==> src/rtl/fetch_unit.sv <==
`default_nettype none
// +--------------------------------------------------------------------------+
// | fetch_unit: PC generation, 1-cycle imem read, 2-entry decode skid FIFO.  |
// | Revision: 1.0                                                            |
// +--------------------------------------------------------------------------+
module fetch_unit #(
  parameter logic [31:0] RESET_PC  = 32'h0000_0000,
  parameter logic [31:0] NOP_INSTR = 32'h0000_0013
) (
  input  logic        clk,
  input  logic        rst,
  input  logic [1:0]  PCSrcE,
  input  logic [31:0] PCTargetE,
  input  logic [31:0] ALUResultE,
  output logic        IMemReq,
  output logic [31:0] IMemAddr,
  input  logic [31:0] IMemRdata,
  output logic [31:0] InstrD,
  output logic [31:0] PCD,
  output logic [31:0] PCPlus4D,
  output logic        ValidD,
  input  logic        ReadyD
);

  localparam logic [1:0] c_src_target = 2'b01;
  localparam logic [1:0] c_src_alu    = 2'b10;

  logic [31:0] r_pcf;
  logic [31:0] r_inflight_pc;
  logic        r_inflight;
  logic [31:0] r_fifo_instr [2];
  logic [31:0] r_fifo_pc    [2];
  logic        r_head;
  logic [1:0]  r_count;

  logic        w_redirect;
  logic [31:0] w_redirect_pc;
  logic        w_valid;
  logic        w_pop;
  logic        w_push;
  logic        w_req;
  logic        w_tail;
  logic [2:0]  w_pending;

  assign w_redirect    = (PCSrcE == c_src_target) || (PCSrcE == c_src_alu);
  assign w_redirect_pc = (PCSrcE == c_src_target) ? PCTargetE : {ALUResultE[31:1], 1'b0};

  assign w_valid = !rst && !w_redirect && (r_count != 2'd0);
  assign w_pop   = w_valid && ReadyD;
  assign w_push  = r_inflight && !w_redirect;
  assign w_tail  = r_head ^ r_count[0];

  // Credit counts queued entries plus the outstanding read, so a response always has a slot.
  assign w_pending = {1'b0, r_count} + {2'b00, r_inflight} - {2'b00, w_pop};
  assign w_req     = !rst && !w_redirect && (w_pending < 3'd2);

  assign IMemReq  = w_req;
  assign IMemAddr = r_pcf;

  assign ValidD   = w_valid;
  assign InstrD   = w_valid ? r_fifo_instr[r_head] : NOP_INSTR;
  assign PCD      = w_valid ? r_fifo_pc[r_head] : 32'h0000_0000;
  assign PCPlus4D = PCD + 32'd4;

  always_ff @(posedge clk) begin
    if (rst) begin
      r_pcf      <= RESET_PC;
      r_inflight <= 1'b0;
      r_head     <= 1'b0;
      r_count    <= 2'd0;
    end else if (w_redirect) begin
      r_pcf      <= w_redirect_pc;
      r_inflight <= 1'b0;
      r_head     <= 1'b0;
      r_count    <= 2'd0;
    end else begin
      r_inflight <= w_req;
      if (w_req) begin
        r_pcf         <= r_pcf + 32'd4;
        r_inflight_pc <= r_pcf;
      end
      if (w_push) begin
        r_fifo_instr[w_tail] <= IMemRdata;
        r_fifo_pc[w_tail]    <= r_inflight_pc;
      end
      if (w_pop) begin
        r_head <= ~r_head;
      end
      r_count <= r_count + {1'b0, w_push} - {1'b0, w_pop};
    end
  end

  a_no_overflow: assert property (@(posedge clk) disable iff (rst)
    !(w_push && (r_count == 2'd2) && !w_pop));

endmodule
`default_nettype wire
==> config.mk <==
export PLATFORM = sky130hd
export DESIGN_NAME = fetch_unit
export DESIGN_NICKNAME = d
export VERILOG_FILES = /design/src/rtl/fetch_unit.sv
export SDC_FILE = /design/constraint.sdc
export NUM_CORES = 1
export LEC_CHECK = 0
export CAP_MARGIN = 0
export CORE_ASPECT_RATIO = 1.25
export CORE_MARGIN = 2
export CORE_UTILIZATION = 49
export DETAILED_ROUTE_END_ITERATION = 6
export PLACE_DENSITY = 0.76
export SYNTH_ARGS = -nofsm -noshare
export SYNTH_HDL_FRONTEND = slang
export SYNTH_SLANG_ARGS = --single-unit
==> constraint.sdc <==
create_clock -name clk -period 8.5 [get_ports clk]
set_input_delay 1.7 -clock clk [delete_from_list [all_inputs] [get_ports clk]]
set_output_delay 1.7 -clock clk [all_outputs]
set_load 0.02 [all_outputs]
==> out/qor.txt <==
Status: completed
# Max-Cap Violations: 0
Hold Crit Class: flip-flop to flip-flop
Die Width: 125 um
Arr. time, crit path: 5590 ps
CP max FO: 9
Routed WL per cell: 17.3 um
Row count: 55
Yosys warns: 0
Layout Utilization: 66.6%
Syn Nets: 823
Via count: 6283
Via density: 5.37
# DRC: 0
Initial antenna violation count: 0
Grt ovf: 0
Top cells by count, synth: 160 x edfxtp_1, 75 x nor2_1, 63 x mux2i_1, 53 x a211oi_1, 37 x dfxtp_1
Reg2Reg Setup Slack: 4670 ps
Post-synth ARST share: 0%
Synthesized area per cell: 12.5 um^2
Router iterations before antenna repair: 4
Register area share after synthesis: 61.8%
HPWL after detailed placement: 14.4 mm
DRT iter0 DRCs: 295
Clock sink count: 197
CTS max path bufs: 2
Layout Area Growth over Synthesis: 33.9%
IO buf count: 229
Num CTS Buffers: 17
Post-Route WL: 20.3 mm
Highest clock rate: 0.137 GHz
Clock skew: 13.2 ps
Final hold vios: 0
Clock Latency Late Sink: 430 ps
CTS tree: built
Most common cell in the synthesized netlist: edfxtp_1
Req. time, crit path: 6800 ps
Number of distinct library cells after synthesis: 47
CP Capture Type: output port
Syn Inst Count: 716
Footprint of the multi-input gates: 0.00319 mm^2
Post-synth top area cell: edfxtp_1
Finish-stage setup viols: 0
Worst Setup Start Kind: input port
DIE HEIGHT: 155 um
Vias in the first global route: 6230
Worst Tran Pin Value: 1140 ps
H-tree Lvls: 4
Post-CTS sizing: 0
Setup CP Type: input port to output port
Static Leakage: 3.83 nW
Antenna Nets Post-Route: 0
Global-route wire length before repair: 32.3 mm
PD cells: 176 mW/mm^2
Worst r2r path cells: 12
Final Max Slew Viols: 0
Rel. slew slack: 23.9%
CTS hold repair buffers: 0
Synth top area cells: edfxtp_1 54%, dfxtp_1 8.3%, mux2i_1 7.0%
Final min period: 7290 ps
Antenna cells: 0
GPL Wtd Cong: 0.826
Nets@finish: 1035
Core ar.: 0.0180 mm^2
Worst Hold Path Cells: 0
Yosys top cell area share: 53.6%
Setup bufs post-CTS: 0
Setup TNS: 0 ps
Die area: 0.0194 mm^2
Period utilization: 85.8%
Share of cells above drive strength 1: 5.95%
Initial Util: 49.8%
Gr usage total: 21.0%
EDFF count, synth: 160
VDD IR max: 0.154 mV
Ports: 231
Synth Flop Type: edfxtp_1
#FFs+latches synth: 197
CTS Root Buffer Type: clkbuf_16
Syn Std Cell Area: 0.00897 mm^2
Register area: 0.00555 mm^2
Clock slew at reported path FFs: 70 ps
Largest net degree at the start of global routing: 65
Filler cells: 1398
Unrepaired setup endpoints after global routing: no
## critical path, stage by stage
cell and delay (ps):
clkdlybuf4s50_1 480, inv_1 50, ha_2 350, nor2b_1 380
o21ai_4 130, clkinv_1 240, nand2_1 180, xnor2_1 160
nand2_1 80, fa_1 380, xnor2_1 360, nand2_1 230
nor2_2 220, clkdlybuf4s50_1 640
## final cells by class
| cell class | count | area share (%) |
|---|---|---|
| clock buffer | 19 | 3.69 |
| clock inverter | 13 | 1.13 |
| multi-input combinational | 460 | 26.5 |
| inverter | 14 | 0.438 |
| sequential | 197 | 46.2 |
| tap | 228 | 2.38 |
| timing repair buffer | 238 | 19.6 |
## flip-flops by register name (all words and copies together), names as in the netlist, named ones only
signal / cells
r_inflight: 1
r_head: 1
r_inflight_pc: 32
r_count: 2
r_fifo_instr: 64
IMemAddr: 32
r_fifo_pc: 64
## kinds of logic after synthesis
group                      after synthesis  share of synthesized area (%)
buffers and inverters                   59                           2.98
xor gates and xnor gates                59                           5.76
AOI/OAI and AO/OA                       79                           6.49
and+or+nand+nor                        250                           14.6
adders and majority gates                6                          0.921
muxes                                   66                           7.41
DFF                                    197                           61.8
## layout by cell type, fill, tap and decap left out, types with 15 or more instances in the layout
| master | synthesis | layout |
|---|---|---|
| edfxtp_1 | 160 | 160 |
| mux2i_1 | 63 | 63 |
| nand4_1 | 15 | 15 |
| clkbuf_16 | 0 | 17 |
| nor4_1 | 18 | 18 |
| nand3_1 | 23 | 23 |
| xor2_1 | 23 | 23 |
| dfxtp_1 | 37 | 36 |
| nor2_1 | 75 | 74 |
| nor3_1 | 20 | 19 |
| clkdlybuf4s50_1 | 0 | 229 |
| a211oi_1 | 53 | 53 |
| xnor2_1 | 36 | 36 |
| nor2b_1 | 32 | 32 |
| nand2_1 | 31 | 31 |
## path summary, 6_finish.rpt
check                    startpoint          endpoint
setup / recovery          PCSrcE[0]           IMemReq
hold / removal    r_inflight_pc[16]  r_fifo_pc[0][16]
setup reg to reg         r_count[0]      IMemAddr[31]
hold reg to reg   r_inflight_pc[16]  r_fifo_pc[0][16]
## per-stage QoR
stage / instance area, um^2 / hold slack [ps] / setup WS (ps) / power (mW) / instances
after global placement: 11400 / 424 / 1240 / 1.35 / 1137
final: 12000 / 445 / 1210 / 2.11 / 1169
after floorplan: 8970 / 421 / 784 / 1.24 / 716
after detailed placement: 11400 / 431 / 1190 / 1.35 / 1137
after global routing: 12000 / 457 / 939 / 2.19 / 1169
after CTS: 12000 / 448 / 1140 / 2.13 / 1169
## power by group
| part | switching (mW) | internal (mW) | leakage [nW] |
|---|---|---|---|
| clock network | 0.359 | 0.422 | 0.277 |
| registers | 0.0345 | 1.09 | 1.77 |
| logic | 0.103 | 0.107 | 1.78 |
| total | 0.497 | 1.62 | 3.83 |
## metal layers
layer | global-route usage (%) | vias to the layer above | part of all wire (%)
met5 | 0 | - | 0
li1 | - | 3101 | -
met2 | 36.5 | 230 | 50
met1 | 25.9 | 2925 | 42
met4 | 7.78 | 0 | 2.2
met3 | 4.50 | 27 | 5.6
(Power assumes the default switching activity.)
